--- src/rtl/comparador_serial_ctrl.sv ---
// Bit-serial MSB-first magnitude/equality comparator behind valid/ready handshakes.
// Scans one bit position per clock, stopping at the first differing bit.
module comparador_serial_ctrl #(
    parameter  int WIDTH = 16,
    localparam int CW    = $clog2(WIDTH) + 1
) (
    input  logic             clk,
    input  logic             rst_n,
    input  logic             in_valid,
    output logic             in_ready,
    input  logic [WIDTH-1:0] A,
    input  logic [WIDTH-1:0] B,
    input  logic             z,
    input  logic             y,
    output logic             out_valid,
    input  logic             out_ready,
    output logic             f,
    output logic [CW-1:0]    out_bits,
    output logic             busy
);

    localparam int IW = $clog2(WIDTH);

    typedef enum logic [1:0] {
        IDLE,
        RUN,
        DONE
    } state_t;

    state_t           state;
    logic [WIDTH-1:0] a_reg;
    logic [WIDTH-1:0] b_reg;
    logic             z_reg;
    logic             y_reg;
    logic [IW-1:0]    idx;
    logic [CW-1:0]    cnt;
    logic             eq;
    logic             gt;

    // (z,y): 00 equal, 01 greater, 10 less, 11 not equal.
    function automatic logic mode_fn(input logic zz, input logic yy,
                                     input logic e, input logic g);
        case ({zz, yy})
            2'b00:   return e;
            2'b01:   return g;
            2'b10:   return !e && !g;
            default: return !e;
        endcase
    endfunction

    // NOTE: all state here is sequential, so every assignment is non-blocking;
    // the operand registers are small flops (not a memory) and are reset too.
    always_ff @(posedge clk or negedge rst_n) begin
        if (!rst_n) begin
            state     <= IDLE;
            in_ready  <= 1'b1;
            out_valid <= 1'b0;
            f         <= 1'b0;
            out_bits  <= '0;
            busy      <= 1'b0;
            a_reg     <= '0;
            b_reg     <= '0;
            z_reg     <= 1'b0;
            y_reg     <= 1'b0;
            idx       <= '0;
            cnt       <= '0;
            eq        <= 1'b1;
            gt        <= 1'b0;
        end else begin
            case (state)
                IDLE: begin
                    if (in_valid) begin
                        a_reg    <= A;
                        b_reg    <= B;
                        z_reg    <= z;
                        y_reg    <= y;
                        idx      <= IW'(WIDTH - 1);
                        cnt      <= '0;
                        eq       <= 1'b1;
                        gt       <= 1'b0;
                        in_ready <= 1'b0;
                        busy     <= 1'b1;
                        state    <= RUN;
                    end
                end

                RUN: begin
                    cnt <= cnt + CW'(1);
                    if (a_reg[idx] != b_reg[idx]) begin
                        eq    <= 1'b0;
                        gt    <= a_reg[idx];
                        state <= DONE;
                    end else if (idx == '0) begin
                        state <= DONE;
                    end else begin
                        idx <= idx - IW'(1);
                    end
                end

                DONE: begin
                    // First DONE cycle publishes the result; it is then held until taken.
                    if (!out_valid) begin
                        out_valid <= 1'b1;
                        f         <= mode_fn(z_reg, y_reg, eq, gt);
                        out_bits  <= cnt;
                    end else if (out_ready) begin
                        out_valid <= 1'b0;
                        in_ready  <= 1'b1;
                        busy      <= 1'b0;
                        state     <= IDLE;
                    end
                end

                default: begin
                    state <= IDLE;
                end
            endcase
        end
    end

endmodule
--- config.mk ---
export PLATFORM = sky130hd
export DESIGN_NAME = comparador_serial_ctrl
export DESIGN_NICKNAME = d
export VERILOG_FILES = /design/src/rtl/comparador_serial_ctrl.sv
export SDC_FILE = /design/constraint.sdc
export NUM_CORES = 1
export LEC_CHECK = 0
export CORE_MARGIN = 3
export CORE_UTILIZATION = 56
export DETAILED_ROUTE_END_ITERATION = 8
export HOLD_SLACK_MARGIN = 0.15
export PLACE_DENSITY = 0.92
export RECOVER_POWER = 100
export SLEW_MARGIN = 20
export SYNTH_ARGS = -nofsm -noshare
export SYNTH_HDL_FRONTEND = slang
export SYNTH_SLANG_ARGS = --single-unit
export TNS_END_PERCENT = 5
--- constraint.sdc ---
create_clock -name clk -period 6.7 [get_ports clk]
set_input_delay 0.67 -clock clk [delete_from_list [all_inputs] [get_ports clk]]
set_output_delay 0.67 -clock clk [all_outputs]
set_load 0.02 [all_outputs]
==> out/metrics.csv <==
metric;value;unit
die-area;5410;sq um
die_h;73.5;microns
yosysSeqAreaShare;55.0;%
yosys-top-cells-count;54 x dfrtp_1, 40 x mux2_2, 18 x nand2_1;
pin_count;47;
ys_types;33;
finalClockSkew;9.56;ps
routabilityCongestion;0.785;
crit_path_end_kind;flip-flop;
p_comb_share;40.9;%
drt-met1-wl;1830;microns
postRouteAntennaNets;0;
wl_met3;241;microns
swShare;33.8;%
yosys_warnings;0;
synth_top_area_share;52.9;%
finalSetupTns;0;ps
clockPowerShare;13.0;%
max_cap_viol_count;2;
sequentialPowerShare;46.1;%
finalSetupViolations;0;
dp_hpwl;3340;microns
h-tree-depth;2;
max_stage_delay;2080;ps
p_int;876;uW
numCtsBuffers;5;
drc;0;
cts.sinks;56;
drt-initial-drc-count;83;
tightestPinTransition;2870;ps
slowest_stage;nor2_1;
required;6880;ps
dieWidth;73.5;microns
post_cts_buffers;0;
timing.final.crit_share;60.1;%
wl_met2;2420;microns
async_flop_share;100;%
report.final.slew_viol_count;97;
grt_pass1_wl;7870;microns
ctsHoldBuffers;0;
hold_class;flip-flop to flip-flop;
fillers;279;
grt_pass1_vias;1738;
initial_core_util;60.8;%
drt-wirelength-per-cell;15.6;microns
ctsResizeCount;0;
ir_worst_vdd;0.252;mV
synth_top_area_cell;dfrtp_1;
status;finished with violations;
grt_overflow;0;
grt_setup_unrepaired;no;
cts_tree;done;
syn2layout_area_growth;21.0;%
grt_util_all_layers;19.2;%
dr.pass1.iters;4;
cp_cell_sequence;dlygate4sd3_1, nand2_1, nor2_1, nor2_1, o21ai_0, o21ai_0;
power_density;428;nW/um^2
cts-root-buf;clkbuf_8;
p_switching;446;uW
coreArea;4200;sq um
clk_pin_slew;90;ps
relSlewSlack;-91.4;%
synth_most_common_cell;dfrtp_1;
synth_nets;238;
worstPathArrival;4210;ps
power;1.32;mW
cp-start-kind;input port;
syn_area;2550;sq um
path_class;input port to flip-flop;
final_layout_size_suffix_gt1_share;23.8;%
grt_max_degree;57;
clk_latency;300;ps
synth_edf_count;0;
crit_family;simple AND/OR/NAND/NOR gates;
rows;23;
n_antenna_cell;0;
synth_seq_cells;56;
dr.max_layer_used;met4;
drt-total-wl;4570;microns
crit_buf_inv;1;
numPortBuffers;46;
antenna_found_initial;0;
vias;1691;
ys_top_cells_by_area;dfrtp_1 53%, mux2_2 18%, mux4_2 7.1%, nand2_1 2.6%, o21ai_0 2.4%;
via_per_inst;5.75;
synth_top_flop_cell;dfrtp_1;
synthCells;198;
layout_min_cycle_time;4030;ps
cts.path.max_buffers;2;
worstPathMaxFanout;39;
violations;max-capacitance violations, max-slew violations;
p_leak;1.30;nW
postSynthAreaPerCell;12.9;sq um
hold_viol_final;0;
nets;283;
fmax;0.248;GHz
worst paths after layout:
check / startpoint / slack [ps] / endpoint / depth (start not counted)
max in group asynchronous: rst_n / 3700 / out_bits[0] / 2
min: a_reg[5] / 510 / a_reg[5] / 1
min in group asynchronous: rst_n / 1390 / busy / 2
min reg2reg: a_reg[5] / 510 / a_reg[5] / 1
max reg2reg: state[0] / 2990 / cnt[2] / 6
max: in_valid / 2670 / cnt[2] / 6
power by group through the flow:
stage / logic [mW] / clock network (mW) / registers, mW
floorplan: 0.450 / 0 / 0.590
global placement: 0.562 / 0 / 0.607
detailed placement: 0.584 / 0 / 0.620
CTS: 0.585 / 0.178 / 0.614
global route: 0.598 / 0.191 / 0.632
finish: 0.541 / 0.172 / 0.609
logic make-up (layout without fill, tap and decap cells):
| logic type | after synthesis | in the layout | share of synthesized area (%) |
|---|---|---|---|
| flip-flops | 56 | 56 | 55.0 |
| multiplexers | 49 | 49 | 25.1 |
| buffers and inverters | 15 | 61 | 2.55 |
| XOR/XNOR | 3 | 3 | 1.76 |
| AO/OA/AOI/OAI | 28 | 28 | 6.52 |
| AND/OR/NAND/NOR | 45 | 45 | 8.13 |
| adder cells (fa/ha/maj) | 2 | 2 | 0.980 |
layout make-up:
cell class                 instances  area [sq um]  share of cell area, %
clock buffer                       7          76.3                   2.47
clock inverter                     1          5.00                  0.162
inverter                           6          22.5                  0.729
multi-input combinational        127          1060                   34.3
sequential                        56          1400                   45.4
tap                               50          62.6                   2.02
timing repair buffer              47           459                   14.9
per-stage QoR:
step	setup WS [ps]	hold slack, ps	instances	util [%]	area [sq um]
6_report	2670	508	294	73.6	3090
5_1_grt	2240	527	294	73.6	3090
4_1_cts	4010	505	294	74.4	3130
3_5_place_dp	3910	492	286	72.5	3040
3_3_place_gp	3960	483	286	72.5	3040
2_1_floorplan	4480	374	198	-	2550
layout by cell type, fill, tap and decap left out, types with 2 or more instances in the layout:
master and instances:
dfrtp_1 54, mux2_2 40, clkdlybuf4s50_1 34, nand2_1 18, o21ai_0 12, dlygate4sd3_1 11
nor2_1 10, mux4_2 8, nand3_1 8, inv_1 6, a21oi_1 5, clkbuf_8 5
nor3_1 3, clkbuf_1 3, nor2b_1 2, a22oi_1 2, nand2b_1 2, o22ai_1 2
xor2_1 2, ha_1 2, dfstp_2 2
metal layers:
layer | global-route usage (%) | vias to the layer above
li1 | - | 790
met1 | 24.1 | 836
met2 | 32.9 | 55
met3 | 3.97 | 10
met4 | 7.04 | 0
met5 | 0 | -
Note: power is estimated with default switching activity, not from simulation.
